<file path="src/rtl/lrrr_pkg.sv">
// Shared types and default constants for the Lrrr behaviour controller.
// The optional random dive interval (macro LRRR_RANDOM_DIVE_EN) uses the LFSR constants below.
package lrrr_pkg;

    typedef enum logic [2:0] {
        IDLE   = 3'd0,
        ENTRY  = 3'd1,
        ACTIVE = 3'd2,
        HIT    = 3'd3,
        DEAD   = 3'd4
    } lrrr_state_t;

    localparam int LIVES_DEF        = 5;
    localparam int ENTRY_FRAMES_DEF = 60;
    localparam int HIT_FRAMES_DEF   = 30;
    localparam int DIVE_PERIOD_DEF  = 90;
    localparam int Y_LIMIT_DEF      = 300;
    localparam int Y_HYST_DEF       = 16;
    localparam int BLINK_DIV_DEF    = 4;

    // Taps 8,6,5,4 map to bit indices 7,5,4,3.
    localparam logic [7:0] LFSR_SEED = 8'hA5;
    localparam logic [7:0] LFSR_TAPS = 8'hB8;

    function automatic logic lfsr_fb(input logic [7:0] q);
        return ^(q & LFSR_TAPS);
    endfunction

    // Visible/blank phase: blanked while (cnt / div) is even.
    function automatic logic blink_on(input logic [7:0] cnt, input logic [7:0] div);
        logic [7:0] phase;
        phase = cnt / div;
        return ~phase[0];
    endfunction

endpackage

</file>
<file path="src/rtl/lrrr_lfsr.sv">
// 8-bit Fibonacci LFSR advancing once per enable pulse; only used when
// LRRR_RANDOM_DIVE_EN is defined.
module lrrr_lfsr
    import lrrr_pkg::*;
(
    input  logic       clk,
    input  logic       reset,
    input  logic       en,
    output logic [7:0] q
);

    // Shift register: reseeded on reset, steps on each enable.
    always_ff @(posedge clk) begin
        if (reset) begin
            q <= LFSR_SEED;
        end else if (en) begin
            q <= {q[6:0], lfsr_fb(q)};
        end else begin
            q <= q;
        end
    end

endmodule

</file>
<file path="src/rtl/lrrr_ctrl.sv">
// Lrrr boss behaviour controller: lifecycle FSM, lives, blink and Y-reversal pulses.
// Define LRRR_RANDOM_DIVE_EN for an LFSR-randomised dive interval.
module lrrr_ctrl
    import lrrr_pkg::*;
#(
    parameter int LIVES        = LIVES_DEF,
    parameter int ENTRY_FRAMES = ENTRY_FRAMES_DEF,
    parameter int HIT_FRAMES   = HIT_FRAMES_DEF,
    parameter int DIVE_PERIOD  = DIVE_PERIOD_DEF,
    parameter int Y_LIMIT      = Y_LIMIT_DEF,
    parameter int Y_HYST       = Y_HYST_DEF,
    parameter int BLINK_DIV    = BLINK_DIV_DEF
) (
    input  logic        clk,
    input  logic        reset,
    input  logic        startOfFrame,
    input  logic        startGame,
    input  logic        lrrrHit,
    input  logic [10:0] topLeftY,
    output logic        waiting,
    output logic        toggleY,
    output logic [2:0]  lrrrLives,
    output logic        lrrrBlank,
    output logic        lrrrDead
);

    localparam logic [2:0]  LIVES_L    = 3'(LIVES);
    localparam logic [7:0]  ENTRY_LAST = 8'(ENTRY_FRAMES - 1);
    localparam logic [7:0]  HIT_LAST   = 8'(HIT_FRAMES - 1);
    localparam logic [7:0]  DIVE_LAST  = 8'(DIVE_PERIOD - 1);
    localparam logic [7:0]  BLINK_L    = 8'(BLINK_DIV);
    localparam logic [10:0] Y_LIM      = 11'(Y_LIMIT);
    localparam logic [10:0] Y_REARM    = 11'(Y_LIMIT - Y_HYST);

    lrrr_state_t state_r, state_nx_s;
    logic [7:0]  frm_cnt_r, frm_inc_s, frm_nx_s;
    logic [7:0]  dive_cnt_r, dive_nx_s, dive_lim_s;
    logic        armed_r, armed_nx_s;
    logic [2:0]  lives_nx_s, lives_dec_s;
    logic        in_motion_s, dive_wrap_s, req_s;
    logic        wait_nx_s, toggle_nx_s, blank_nx_s;

    assign in_motion_s = (state_r == ACTIVE) || (state_r == HIT);
    assign dive_wrap_s = in_motion_s && startOfFrame && (dive_cnt_r == dive_lim_s);
    assign lives_dec_s = (lrrrLives == 3'd0) ? 3'd0 : lrrrLives - 3'd1;
    assign frm_inc_s   = startOfFrame ? frm_cnt_r + 8'd1 : frm_cnt_r;

`ifdef LRRR_RANDOM_DIVE_EN
    localparam int DIVE_HALF = DIVE_PERIOD / 2;

    logic [7:0] lfsr_q_s;
    logic [7:0] dive_lim_r;

    lrrr_lfsr u_lfsr (
        .clk   (clk),
        .reset (reset),
        .en    (startOfFrame),
        .q     (lfsr_q_s)
    );

    // Next dive limit is drawn from the LFSR at every dive.
    always_ff @(posedge clk) begin
        if (reset) begin
            dive_lim_r <= DIVE_LAST;
        end else if (dive_wrap_s) begin
            dive_lim_r <= 8'(DIVE_HALF + (int'(lfsr_q_s) % DIVE_HALF) - 1);
        end else begin
            dive_lim_r <= dive_lim_r;
        end
    end

    assign dive_lim_s = dive_lim_r;
`else
    assign dive_lim_s = DIVE_LAST;
`endif

    // Next-state, counter and toggle-request logic.
    always_comb begin
        state_nx_s = state_r;
        lives_nx_s = lrrrLives;
        dive_nx_s  = dive_cnt_r;
        armed_nx_s = armed_r;
        req_s      = 1'b0;

        case (state_r)
            IDLE, DEAD: begin
                if (startGame) begin
                    state_nx_s = ENTRY;
                    lives_nx_s = LIVES_L;
                end else begin
                    state_nx_s = state_r;
                end
            end
            ENTRY: begin
                if (startOfFrame && (frm_cnt_r == ENTRY_LAST)) begin
                    state_nx_s = ACTIVE;
                    dive_nx_s  = 8'd0;
                end else begin
                    state_nx_s = ENTRY;
                end
            end
            ACTIVE: begin
                if (lrrrHit) begin
                    lives_nx_s = lives_dec_s;
                    if (lives_dec_s == 3'd0) begin
                        state_nx_s = DEAD;
                    end else begin
                        state_nx_s = HIT;
                        req_s      = 1'b1;
                    end
                end else begin
                    state_nx_s = ACTIVE;
                end
            end
            HIT: begin
                if (startOfFrame && (frm_cnt_r == HIT_LAST)) begin
                    state_nx_s = ACTIVE;
                end else begin
                    state_nx_s = HIT;
                end
            end
            default: begin
                state_nx_s = IDLE;
            end
        endcase

        if (dive_wrap_s) begin
            dive_nx_s = 8'd0;
            req_s     = 1'b1;
        end else if (in_motion_s && startOfFrame) begin
            dive_nx_s = dive_cnt_r + 8'd1;
        end else begin
            dive_nx_s = dive_nx_s;
        end

        // Guard fires once per crossing; hysteresis band prevents chatter at the limit.
        if (armed_r) begin
            if (in_motion_s && (topLeftY >= Y_LIM)) begin
                req_s      = 1'b1;
                armed_nx_s = 1'b0;
            end else begin
                armed_nx_s = 1'b1;
            end
        end else if (topLeftY < Y_REARM) begin
            armed_nx_s = 1'b1;
        end else begin
            armed_nx_s = 1'b0;
        end

        if (state_nx_s != state_r) begin
            frm_nx_s = 8'd0;
        end else begin
            frm_nx_s = frm_inc_s;
        end

        wait_nx_s   = !((state_nx_s == ACTIVE) || (state_nx_s == HIT));
        toggle_nx_s = req_s && !toggleY && !wait_nx_s;

        case (state_nx_s)
            DEAD:    blank_nx_s = 1'b1;
            HIT:     blank_nx_s = blink_on(frm_nx_s, BLINK_L);
            default: blank_nx_s = 1'b0;
        endcase
    end

    // State, counters and registered outputs.
    always_ff @(posedge clk) begin
        if (reset) begin
            state_r    <= IDLE;
            frm_cnt_r  <= 8'd0;
            dive_cnt_r <= 8'd0;
            armed_r    <= 1'b1;
            waiting    <= 1'b1;
            toggleY    <= 1'b0;
            lrrrLives  <= LIVES_L;
            lrrrBlank  <= 1'b0;
            lrrrDead   <= 1'b0;
        end else begin
            state_r    <= state_nx_s;
            frm_cnt_r  <= frm_nx_s;
            dive_cnt_r <= dive_nx_s;
            armed_r    <= armed_nx_s;
            waiting    <= wait_nx_s;
            toggleY    <= toggle_nx_s;
            lrrrLives  <= lives_nx_s;
            lrrrBlank  <= blank_nx_s;
            lrrrDead   <= (state_nx_s == DEAD);
        end
    end

endmodule

</file>
<file path="config.mk">
export PLATFORM = sky130hd
export DESIGN_NAME = lrrr_ctrl
export DESIGN_NICKNAME = d
export VERILOG_FILES = /design/src/rtl/lrrr_pkg.sv /design/src/rtl/lrrr_lfsr.sv /design/src/rtl/lrrr_ctrl.sv
export SDC_FILE = /design/constraint.sdc
export NUM_CORES = 1
export LEC_CHECK = 0
export CAP_MARGIN = 20
export CORE_MARGIN = 2
export CORE_UTILIZATION = 55
export CTS_BUF_LIST = sky130_fd_sc_hd__clkbuf_4 sky130_fd_sc_hd__clkbuf_8
export DETAILED_ROUTE_END_ITERATION = 6
export GPL_TIMING_DRIVEN = 0
export MAX_ROUTING_LAYER = met4
export PLACE_DENSITY = 0.82
export SLEW_MARGIN = 10
export SYNTH_ARGS = -nofsm -noshare
export SYNTH_HDL_FRONTEND = slang
export SYNTH_HIERARCHICAL = 1
export SYNTH_SLANG_ARGS = --single-unit
export TNS_END_PERCENT = 20
</file>
<file path="constraint.sdc">
create_clock -name clk -period 2.1 [get_ports clk]
set_clock_uncertainty 0.15 [all_clocks]
set_input_delay 0.42 -clock clk [delete_from_list [all_inputs] [get_ports clk]]
set_output_delay 0.42 -clock clk [all_outputs]
set_load 0.005 [all_outputs]
</file>
==> results.txt <==
The maximum net fanout on the critical path came out at 5. The final setup violation count came out at 0. The net count after synthesis came out at 190. The highest clock frequency the design can meet came out at 499 MHz.

The flow ran to the end, and the final reports show no timing, DRC or antenna violations. The post-place setup slack is -0.390 ns. Dividing the detail-routed via count by the number of cells gives 5.98. The CTS tree is built. Summed over all cells, the static leakage comes to approximately 0.00067 uW. The sort of element at the end of the critical path is a flop. The transition time at the pin with the least slew margin is between 0.5 and 0.6 ns. The die is 55.6 um tall.

The area growth from synthesis to final layout came out at 19.7%. The later pin in the worst-skew pair is clocked with a latency of ~0.32 ns. The maximum vdd ir drop is approximately 0.52 mV. After clock tree synthesis, the flow added hold-fix buffers numbering 0.

Of the post-synthesis cell area, the dominant cell type holds 36.9%. The maximum number of pins on one net before global-route repair is 15. After layout, the worst path uses between 90% and 100% of the clock period. For the final routed database, the setup TNS stands at 0 ns. The commonest register cell after synthesis is sky130_fd_sc_hd__dfxtp_1. The share of synthesized flip-flops with an asynchronous set or reset is 0%.

The required time at the endpoint of the critical path is between 2 and 2.5 ns. The share of synthesized area occupied by flip-flops and latches is a little under two fifths. The delay of the slowest critical-path stage came out at roughly 0.37 ns.

The footprint of the multi-input gates is approximately 880 sq um. The total count of max-transition violations in the final report came out at 0. For this run, the number of standard cells in the final layout without fillers is 221.

The synthesized design contains 27 register bits. The total of warnings raised by yosys is 6. The fraction of final layout cells with drive strength greater than 1 came out at approximately 16%. The synthesized netlist contains 50 unique library cells. The die boundary width came out at about 56 um. The first global-routing pass estimated 5.34 mm of wire. The number of antenna diodes in the final layout is 0.

Global routing used approximately a fifth of the available tracks. STA classifies the critical path startpoint as a flop. The min-delay analysis places its worst path in the category flop to flop. The remaining global-route overflow came out at 0. The power density of the placed cells came out at a little under 500 nW/um^2.

Each instance of the synthesized netlist takes up on average 8.72 sq um. The number of maximum-capacitance violations is 0. The total number of vias came out at around 1.3k. Among all stages on the critical path, the largest delay is contributed by sky130_fd_sc_hd__dfxtp_2. The number of hold violations in the final report is 0. The region available for standard cell placement spans 2500 sq um. TritonCTS created 3 clock buffers. The worst path needs 2.00 ns of the cycle, external delays included. The number of detailed-routing iterations run before antenna repair came out at 4. The worst max-slew margin expressed relative to the limit is just over 60%. The number of placement rows came out at 18. The worst setup path is of the flop to flop kind. The die covers about 3100 sq um. The synthesized design spends more area on one cell type than any other, namely sky130_fd_sc_hd__dfxtp_1. The count of buffers added on input and output ports is 19. Yosys attributes the largest share of cell area to sky130_fd_sc_hd__dfxtp_1 37%, sky130_fd_sc_hd__nor2_1 5.4%, sky130_fd_sc_hd__ha_1 5.1%, sky130_fd_sc_hd__a21oi_1 3.8%, sky130_fd_sc_hd__xor2_1 3.6%. 23 I/O pins were placed.

The synthesized design contains 0 enable-type register cells. The commonest cells after synthesis are 27 x sky130_fd_sc_hd__dfxtp_1, 21 x sky130_fd_sc_hd__nor2_1, 11 x sky130_fd_sc_hd__a21oi_1, 11 x sky130_fd_sc_hd__inv_1. The final worst setup slack came out at about 0.095 ns.

The data arrival time of the worst path is 2.11 ns. Traced cell by cell, the critical path runs through nor2_2 -> ha_1 -> nor2b_1 -> a21oi_1 -> a221o_1 -> and4_4 -> o32ai_2. The number of inserted filler cells in the final layout came out at around 190. The synthesized instance count came out at between 150 and 200.

Clock-pin slew was measured on the worst setup and hold paths at approximately 0.14 ns. The cell count after placement came out at approximately 220. The HPWL after detailed placement is ~2.2 mm. After detailed routing, the number of remaining DRC violations is 0. By instance count, the leading cell after synthesis is sky130_fd_sc_hd__dfxtp_1. The mean routed wirelength per cell came out at ~14 um. The overall power came out at ~840 uW.

The number of global-route vias before repair came to around 1.2k. Counting along the longest clock path gives a buffer depth of 2. The final weighted congestion in routability-driven placement came out at approximately 0.9.

In this run the number of H-tree levels came out at 1. The net count of the finished layout is between 200 and 250. The starting utilization of the core area came out at between 50% and 60%. The sequential cells in the finished layout cover a total of between 500 and 600 sq um.

The synthesized netlist occupies a cell area of 1470 sq um. The tree is rooted in a sky130_fd_sc_hd__clkbuf_4. The residual antenna-violating net count after detailed routing is 0. The iteration-0 DRC count of the detailed router came out at just under 60.

The number of clock sinks came out at 27. The final wirelength is 3.04 mm. The initial antenna violation count was 0.
-- power by group --
part / switching [uW] / internal [uW] / leakage, uW / total, uW
sequential: 3.66 / 517 / 0.000219 / 521
clock: 149 / 87.3 / 0.0000184 / 236
combinational: 42.4 / 44.5 / 0.000431 / 87.0
-- state kept, by name, summed over array words and instances (netlist names) --
signal      flops
armed_r         1
toggleY         1
lrrrLives       3
dive_cnt_r      8
frm_cnt_r       8
waiting         1
lrrrDead        1
state_r         3
lrrrBlank       1
-- logic make-up (layout without fill, tap and decap cells) --
family | count (synthesis) | after routing | share of synthesized area, %
simple gates | 76 | 76 | 30.3
compound gates | 34 | 34 | 17.0
flops | 27 | 27 | 36.9
buf+inv | 15 | 38 | 4.44
xor+xnor | 8 | 8 | 4.78
fa+ha+maj | 6 | 6 | 5.12
mux | 2 | 2 | 1.45
-- cells in the final DEF, fill, tap and decap left out, types with 2 or more instances in the layout --
| cell type | n |
|---|---|
| sky130_fd_sc_hd__clkdlybuf4s50_1 | 18 |
| sky130_fd_sc_hd__a21oi_1 | 11 |
| sky130_fd_sc_hd__o21ai_0 | 4 |
| sky130_fd_sc_hd__a211o_1 | 2 |
| sky130_fd_sc_hd__nand3_1 | 8 |
| sky130_fd_sc_hd__nand2b_1 | 2 |
| sky130_fd_sc_hd__a31oi_1 | 2 |
| sky130_fd_sc_hd__nand4_1 | 5 |
| sky130_fd_sc_hd__ha_1 | 5 |
| sky130_fd_sc_hd__inv_1 | 11 |
| sky130_fd_sc_hd__nor2b_1 | 4 |
| sky130_fd_sc_hd__nor2_1 | 20 |
| sky130_fd_sc_hd__xnor2_1 | 2 |
| sky130_fd_sc_hd__dfxtp_2 | 6 |
| sky130_fd_sc_hd__or3_1 | 4 |
| sky130_fd_sc_hd__xor2_1 | 6 |
| sky130_fd_sc_hd__and2_1 | 2 |
| sky130_fd_sc_hd__o211ai_1 | 2 |
| sky130_fd_sc_hd__dfxtp_1 | 21 |
| sky130_fd_sc_hd__and3_1 | 3 |
| sky130_fd_sc_hd__nor3_1 | 5 |
| sky130_fd_sc_hd__clkbuf_4 | 4 |
| sky130_fd_sc_hd__nor3_2 | 2 |
| sky130_fd_sc_hd__a21o_1 | 2 |
| sky130_fd_sc_hd__nand2_1 | 8 |
-- through the flow --
| step | area [sq um] | utilization [%] | hold WS, ns |
|---|---|---|---|
| after global placement | 1690 | 67.7 | 0.259 |
| after global routing | 1750 | 70.2 | 0.297 |
| after CTS | 1730 | 69.2 | 0.272 |
| after detailed placement | 1690 | 67.7 | 0.275 |
| final | 1750 | 70.2 | 0.288 |
| after floorplan | 1470 | - | 0.277 |
-- layout make-up --
type,count,area share (%)
plain buffers,4,1.36
clock buffers,4,1.71
inverters,11,2.35
multi-input cells,126,50.4
flip-flops and latches,27,31.2
well taps,30,2.14
repair buffers,19,10.8
-- critical path, delay by kind of cell, from the launching register on --
| family | cells | cell delay, ns |
|---|---|---|
| adder cells (fa/ha/maj) | 1 | 0.20 |
| flip-flops | 1 | 0.37 |
| AND/OR/NAND/NOR | 3 | 0.54 |
| AO/OA/AOI/OAI | 3 | 0.68 |
-- final timing paths --
check	start	end	slack, ns	depth (start not counted)
worst max-delay path	lrrrLives[1]$_SDFFE_PP0P_	lrrrBlank$_SDFF_PP0_	0.1	7
worst min-delay path	toggleY$_SDFF_PP0_	toggleY$_SDFF_PP0_	0.29	1
worst max register to register	lrrrLives[1]$_SDFFE_PP0P_	lrrrBlank$_SDFF_PP0_	0.1	7
worst min register to register	toggleY$_SDFF_PP0_	toggleY$_SDFF_PP0_	0.29	1
-- repair_timing --
| item | in CTS | in global routing |
|---|---|---|
| setup buffers | 0 | 0 |
| gates resized for setup | 3 | 11 |
| endpoints found under the setup margin | 9 | 6 |
| pin swaps | 1 | 1 |
-- per-layer routing --
| metal | wire length, um | vias to the layer above | global-route usage (%) |
|---|---|---|---|
| li1 | - | 652 | - |
| met3 | 156 | 7 | 3.49 |
| met1 | 1330 | 617 | 27.6 |
| met2 | 1500 | 46 | 33.3 |
| met4 | 54 | 0 | 8.71 |
| met5 | 0 | - | - |
(Power assumes the default switching activity.)
